--- config.mk ---
export PLATFORM = sky130hd
export DESIGN_NAME = gshare_pht_flat
export DESIGN_NICKNAME = d
export VERILOG_FILES = /design/src/rtl/gshare_pht_if.sv /design/src/rtl/gshare_pht.sv /design/src/flat_wrapper.sv
export SDC_FILE = /design/constraint.sdc
export NUM_CORES = 2
export LEC_CHECK = 0
export CORE_MARGIN = 3
export CORE_UTILIZATION = 61
export DETAILED_ROUTE_END_ITERATION = 16
export PLACE_DENSITY = 0.78
export SYNTH_ARGS = -nofsm -noshare
export SYNTH_HDL_FRONTEND = slang
export SYNTH_SLANG_ARGS = --single-unit
--- constraint.sdc ---
create_clock -name clk -period 27.5 [get_ports clk]
set_input_delay 5.5 -clock clk [delete_from_list [all_inputs] [get_ports clk]]
set_output_delay 5.5 -clock clk [all_outputs]
set_load 0.01 [all_outputs]
--- src/rtl/gshare_pht_if.sv ---
// Fetch-side predict and resolve-side update bundle for the gshare pattern history table.
interface gshare_pht_if #(
    parameter int N = 9
);
    logic          pred_valid;
    logic [31:0]   pred_pc;
    logic [N-1:0]  pred_ghr;
    logic          pred_ready;
    logic          pred_out_valid;
    logic          pred_taken;
    logic [N-1:0]  pred_index;
    logic          upd_valid;
    logic [N-1:0]  upd_index;
    logic          upd_taken;

    modport master (
        output pred_valid, pred_pc, pred_ghr, upd_valid, upd_index, upd_taken,
        input  pred_ready, pred_out_valid, pred_taken, pred_index
    );

    modport slave (
        input  pred_valid, pred_pc, pred_ghr, upd_valid, upd_index, upd_taken,
        output pred_ready, pred_out_valid, pred_taken, pred_index
    );
endinterface

--- src/rtl/gshare_pht.sv ---
// Gshare PHT: PC ^ history indexes a table of saturating counters; one-cycle registered
// prediction, single-cycle read-modify-write training, self-clearing init sweep after reset.
module gshare_pht #(
    parameter int N     = 9,
    parameter int CTR_W = 2
) (
    input  logic         clk,
    input  logic         reset,
    gshare_pht_if.slave  bus
);
    localparam int               DEPTH    = 1 << N;
    localparam logic [CTR_W-1:0] CTR_MAX  = '1;
    localparam logic [CTR_W-1:0] CTR_ZERO = '0;
    localparam logic [CTR_W-1:0] CTR_INIT = CTR_W'(1);
    localparam logic [N-1:0]     PTR_LAST = '1;

    typedef enum logic {S_INIT, S_READY} state_t;

    state_t           state_q, state_d;
    logic [N-1:0]     init_ptr_q, init_ptr_d;
    logic             ready_q, ready_d;
    logic             out_valid_q, out_valid_d;
    logic             taken_q, taken_d;
    logic [N-1:0]     index_q, index_d;

    logic [CTR_W-1:0] table_q [DEPTH];

    logic [N-1:0]     pred_idx;
    logic [CTR_W-1:0] upd_old, upd_new, pred_ctr;
    logic             upd_en, pred_fire;
    logic             wr_en;
    logic [N-1:0]     wr_addr;
    logic [CTR_W-1:0] wr_data;

    logic unused_pc;
    assign unused_pc = ^{bus.pred_pc[31:N+2], bus.pred_pc[1:0]};

    always_comb begin
        pred_idx  = bus.pred_pc[N+1:2] ^ bus.pred_ghr;
        upd_en    = bus.upd_valid && (state_q == S_READY);
        pred_fire = bus.pred_valid && ready_q;

        upd_old = table_q[bus.upd_index];
        upd_new = upd_old;
        if (bus.upd_taken) begin
            if (upd_old != CTR_MAX) upd_new = upd_old + 1'b1;
        end else begin
            if (upd_old != CTR_ZERO) upd_new = upd_old - 1'b1;
        end

        // Write-first: a same-cycle update to the predicted entry is visible to the prediction.
        pred_ctr = table_q[pred_idx];
        if (upd_en && (bus.upd_index == pred_idx)) pred_ctr = upd_new;
    end

    always_comb begin
        wr_en   = 1'b0;
        wr_addr = bus.upd_index;
        wr_data = upd_new;
        if (state_q == S_INIT) begin
            wr_en   = 1'b1;
            wr_addr = init_ptr_q;
            wr_data = CTR_INIT;
        end else if (upd_en) begin
            wr_en = 1'b1;
        end
    end

    always_ff @(posedge clk) begin
        if (wr_en) table_q[wr_addr] <= wr_data;
    end

    always_comb begin
        state_d     = state_q;
        init_ptr_d  = init_ptr_q;
        out_valid_d = 1'b0;
        taken_d     = taken_q;
        index_d     = index_q;
        case (state_q)
            S_INIT: begin
                init_ptr_d = init_ptr_q + 1'b1;
                if (init_ptr_q == PTR_LAST) state_d = S_READY;
            end
            S_READY: begin
                if (pred_fire) begin
                    out_valid_d = 1'b1;
                    taken_d     = pred_ctr[CTR_W-1];
                    index_d     = pred_idx;
                end
            end
            default: state_d = S_INIT;
        endcase
        ready_d = (state_d == S_READY);
    end

    always_ff @(posedge clk) begin
        if (reset) begin
            state_q     <= S_INIT;
            init_ptr_q  <= '0;
            ready_q     <= 1'b0;
            out_valid_q <= 1'b0;
            taken_q     <= 1'b0;
            index_q     <= '0;
        end else begin
            state_q     <= state_d;
            init_ptr_q  <= init_ptr_d;
            ready_q     <= ready_d;
            out_valid_q <= out_valid_d;
            taken_q     <= taken_d;
            index_q     <= index_d;
        end
    end

    assign bus.pred_ready     = ready_q;
    assign bus.pred_out_valid = out_valid_q;
    assign bus.pred_taken     = taken_q;
    assign bus.pred_index     = index_q;
endmodule

--- src/flat_wrapper.sv ---
// flat-port wrapper written by rule: the top's interface ports become plain ports
module gshare_pht_flat 
#(
    parameter int N     = 9,
    parameter int CTR_W = 2
)
  (clk, reset, bus_pred_valid, bus_pred_pc, bus_pred_ghr, bus_upd_valid, bus_upd_index, bus_upd_taken, bus_pred_ready, bus_pred_out_valid, bus_pred_taken, bus_pred_index);
  gshare_pht_if #(.N(N)) bus_i ();
  input  logic clk;
  input  logic reset;
  input wire logic [$bits(bus_i.pred_valid)-1:0] bus_pred_valid;
  input wire logic [$bits(bus_i.pred_pc)-1:0] bus_pred_pc;
  input wire logic [$bits(bus_i.pred_ghr)-1:0] bus_pred_ghr;
  input wire logic [$bits(bus_i.upd_valid)-1:0] bus_upd_valid;
  input wire logic [$bits(bus_i.upd_index)-1:0] bus_upd_index;
  input wire logic [$bits(bus_i.upd_taken)-1:0] bus_upd_taken;
  output wire logic [$bits(bus_i.pred_ready)-1:0] bus_pred_ready;
  output wire logic [$bits(bus_i.pred_out_valid)-1:0] bus_pred_out_valid;
  output wire logic [$bits(bus_i.pred_taken)-1:0] bus_pred_taken;
  output wire logic [$bits(bus_i.pred_index)-1:0] bus_pred_index;
  assign bus_i.pred_valid = bus_pred_valid;
  assign bus_i.pred_pc = bus_pred_pc;
  assign bus_i.pred_ghr = bus_pred_ghr;
  assign bus_i.upd_valid = bus_upd_valid;
  assign bus_i.upd_index = bus_upd_index;
  assign bus_i.upd_taken = bus_upd_taken;
  assign bus_pred_ready = bus_i.pred_ready;
  assign bus_pred_out_valid = bus_i.pred_out_valid;
  assign bus_pred_taken = bus_i.pred_taken;
  assign bus_pred_index = bus_i.pred_index;
  gshare_pht #(.N(N), .CTR_W(CTR_W)) u_core (.clk(clk), .reset(reset), .bus(bus_i));
endmodule
==> impl_metrics.yaml <==
synth:
  syn_nets: 3516
  synth_flop_cell: "edfxtp_1"
  synth_cell_types: 73
  syn_avg_cell_area_um2: 13.8
  yosysWarningCount: 0
  synth-seq-cells: 1045
  syn_area_um2: 47800
  synth-async-reset-ratio_pct: 0
  ys_seq_area_share_pct: 65.2
  netlist_instances: 3459
  synth-edff-count: 1024
floorplanning:
  io_pins: 67
  initial_core_util_pct: 62.3
  die_area_um2: 81700
  num_rows: 101
  die_h_um: 286
  core_area_um2: 76700
  die_w_um: 286
final_layout:
  area_delta_synth_final_pct: 9.22
  drive_above_1_share_pct: 14.4
  nFillCells: 5016
  fin_cells: 4532
  final_area_um2: 52200
  layout.nets: 3467
placement:
  placed_cells: 4332
  dp_hpwl_um: 85400
  port_buffers: 43
  gp_congestion: 0.973
  dpl_cell_area_um2: 48700
route:
  vias: 33000
  drt-total-wl_um: 146000
  drt_iter0_markers: 5891
  drtPass1Iterations: 9
  drc: 0
  viasPerCell: 7.29
  wl_per_cell_um: 32.2
  ant_nets: 0
worst_setup_path:
  path_max_fanout: 120
  crit_path_cell_trace: "buf_8 -> buf_4 -> nand3b_1 -> buf_4 -> o22ai_1 -> or4_1 -> nor3_1 -> or4_1 -> mux2i_1 -> a2bb2oi_2 -> maj3_2 -> nor2b_4 -> buf_4"
  ff2ff_path_depth: 10
  cp-start-kind: "input pin"
  max_stage_delay_ns: 1.04
  required_ns: 27.81
  critical_path_class: "input pin to flip-flop"
  slowest_stage: "buf_4"
  end_kind: "flip-flop"
  cpMostUsedCell: "buf_4"
  arrival_ns: 11.99
sta:
  rsz0062_at_grt: "no"
  slew_violations: 0
  finalCritPeriodShare_pct: 42.5
  holdWs_ns: 0.502
  worstMarginPinSlew_ns: 1.33
  relSlewSlack_pct: 10.8
  min_period_ns: 11.68
  max_freq_mhz: 85.6
  skew_ns: 0.0467
  tns_ns: 0
  hold_violations: 0
  setup_violations: 0
cts:
  clock_latency_ns: 0.70
  cts_max_level: 3
  clkTransAtPathRegs_ns: 0.06
  post_cts_buffers: 0
  cts_hold_buf: 0
  cts_tree: "built"
  cts_resized: 0
  cts_root_buf: "clkbuf_16"
  clock-sinks: 1045
  numCtsBuffers: 105
  cts.path.max_buffers: 3
min_path:
  holdCritPathClass: "flip-flop to flip-flop"
  holdPathStages: 2
power:
  vdd_drop_max_uv: 59.6
  swShare_pct: 23.5
  p_clk_share_pct: 41.7
  seq_power_share_pct: 50.1
  p_per_area_nw_per_um2: 65.9
  internal_power_mw: 2.63
  switching_power_uw: 809
  leakagePower_nw: 17.3
  comb_power_share_pct: 8.2
global_routing:
  grt_max_degree: 277
  gr-total-overflow: 0
  grt_pass1_vias: 32500
  grt_usage_pct: 35.8
  antenna_found_initial: 1
  grt_pass1_wl_um: 212000
job:
  drv_cap: 0
run_status:
  status: "complete, no violations"
[worst paths after layout]
path | to | slack [ns] | start
max | u_core.table_q[417][1] | 15.82 | bus_upd_index[0]
min | u_core.bus.pred_index[4] | 0.50 | u_core.bus.pred_index[4]
max reg2reg | u_core.table_q[417][1] | 22.40 | u_core.table_q[189][0]
min reg2reg | u_core.bus.pred_index[4] | 0.50 | u_core.bus.pred_index[4]
[registers in the layout, indices dropped and copies added, names as in the netlist]
signal,cells
u_core.table_q,1024
u_core.bus.pred_index,9
u_core.init_ptr_q,9
u_core.bus.pred_out_valid,1
u_core.bus.pred_taken,1
u_core.state_q,1
[routing by layer]
metal / part of all wire [%] / up-vias / GRT usage [%]
met2: 44 / 3186 / 52.7
met1: 32 / 16100 / 46.6
met5: 0.016 / - / 0
met4: 7.2 / 2 / 22.1
met3: 16 / 699 / 11.5
li1: - / 13100 / -
[cell usage after synthesis (all sizes together) (3+ instances only)]
cell / instances / area, um2
edfxtp: 1024 / 30700
nor2: 594 / 2230
nand2: 441 / 1660
mux4: 213 / 4800
a21oi: 192 / 961
mux2i: 178 / 1780
clkbuf: 135 / 507
buf: 130 / 977
o22ai: 77 / 482
nor4: 74 / 463
o21ai: 48 / 240
a22oi: 37 / 278
nand3: 30 / 150
mux2: 26 / 293
nor2b: 26 / 163
nor3: 23 / 115
a211oi: 22 / 175
dfxtp: 21 / 420
xnor2: 20 / 198
nand2b: 16 / 100
or4: 15 / 113
a31oi: 13 / 81.3
xor2: 13 / 114
nand4: 12 / 75.1
o211ai: 9 / 72.6
a2111oi: 5 / 50.0
a22o: 5 / 43.8
nand3b: 5 / 37.5
a21boi: 4 / 30.0
and2: 4 / 25.0
inv: 4 / 15.0
o31ai: 4 / 30.0
a311oi: 3 / 26.3
o41ai: 3 / 26.3
or2: 3 / 18.8
[layout by cell type (no fill, tap or decap), types with 20 or more instances in the layout]
cell             count
buf_4               61
a211oi_1            20
clkdlybuf4s50_1     38
clkinv_2            20
o22ai_1             77
mux2i_1            178
clkbuf_1            23
mux2_2              26
clkinv_1            25
clkbuf_16          107
nor2_1             592
edfxtp_1          1024
nand2_1            424
nor2b_1             24
nor3_1              23
a21oi_1            192
mux4_2             211
nor4_1              74
dfxtp_1             20
o21ai_0             44
nand3_1             30
a22oi_1             37
[critical path: cells and delay by family]
| family | cells | cell delay, ns |
|---|---|---|
| AOI/OAI and AO/OA | 2 | 0.32 |
| adders and majority gates | 1 | 0.37 |
| buffers and inverters | 4 | 2.61 |
| muxes | 1 | 0.14 |
| and+or+nand+nor | 5 | 2.89 |
[kinds of logic after synthesis]
| family | Yosys count | synth area share, % |
|---|---|---|
| adders and majority gates | 3 | 0.0759 |
| and+or+nand+nor | 1255 | 11.0 |
| AOI/OAI and AO/OA | 436 | 5.52 |
| buffers and inverters | 270 | 3.14 |
| xor gates and xnor gates | 33 | 0.652 |
| DFF | 1045 | 65.2 |
| muxes | 417 | 14.4 |
[per-stage QoR]
stage | setup WS (ns) | power, mW | utilization, %
3_3_place_gp | 15.64 | 2.02 | 63.6
4_1_cts | 16.11 | 3.42 | 68.0
6_report | 15.82 | 3.44 | 68.0
2_1_floorplan | 4.66 | 1.92 | -
3_5_place_dp | 15.41 | 2.02 | 63.6
5_1_grt | 15.77 | 3.51 | 68.0
[power groups by stage]
stage	clock network (mW)	registers (mW)	logic, mW
after global routing	1.50	1.72	0.282
after detailed placement	0	1.76	0.266
after floorplan	0	1.76	0.166
after CTS	1.43	1.72	0.268
final	1.43	1.72	0.282
after global placement	0	1.76	0.263
[area by class of cell]
cell class	instances	area (um2)	share of cell area (%)
well taps	1030	1290	2.47
clock buffers	133	2810	5.38
diodes	2	5.00	0.00959
multi-input cells	2144	15300	29.3
flip-flops and latches	1045	31200	59.7
clock inverters	64	622	1.19
repair buffers	109	992	1.90
inverters	5	18.8	0.0360
(Power assumes the default switching activity.)
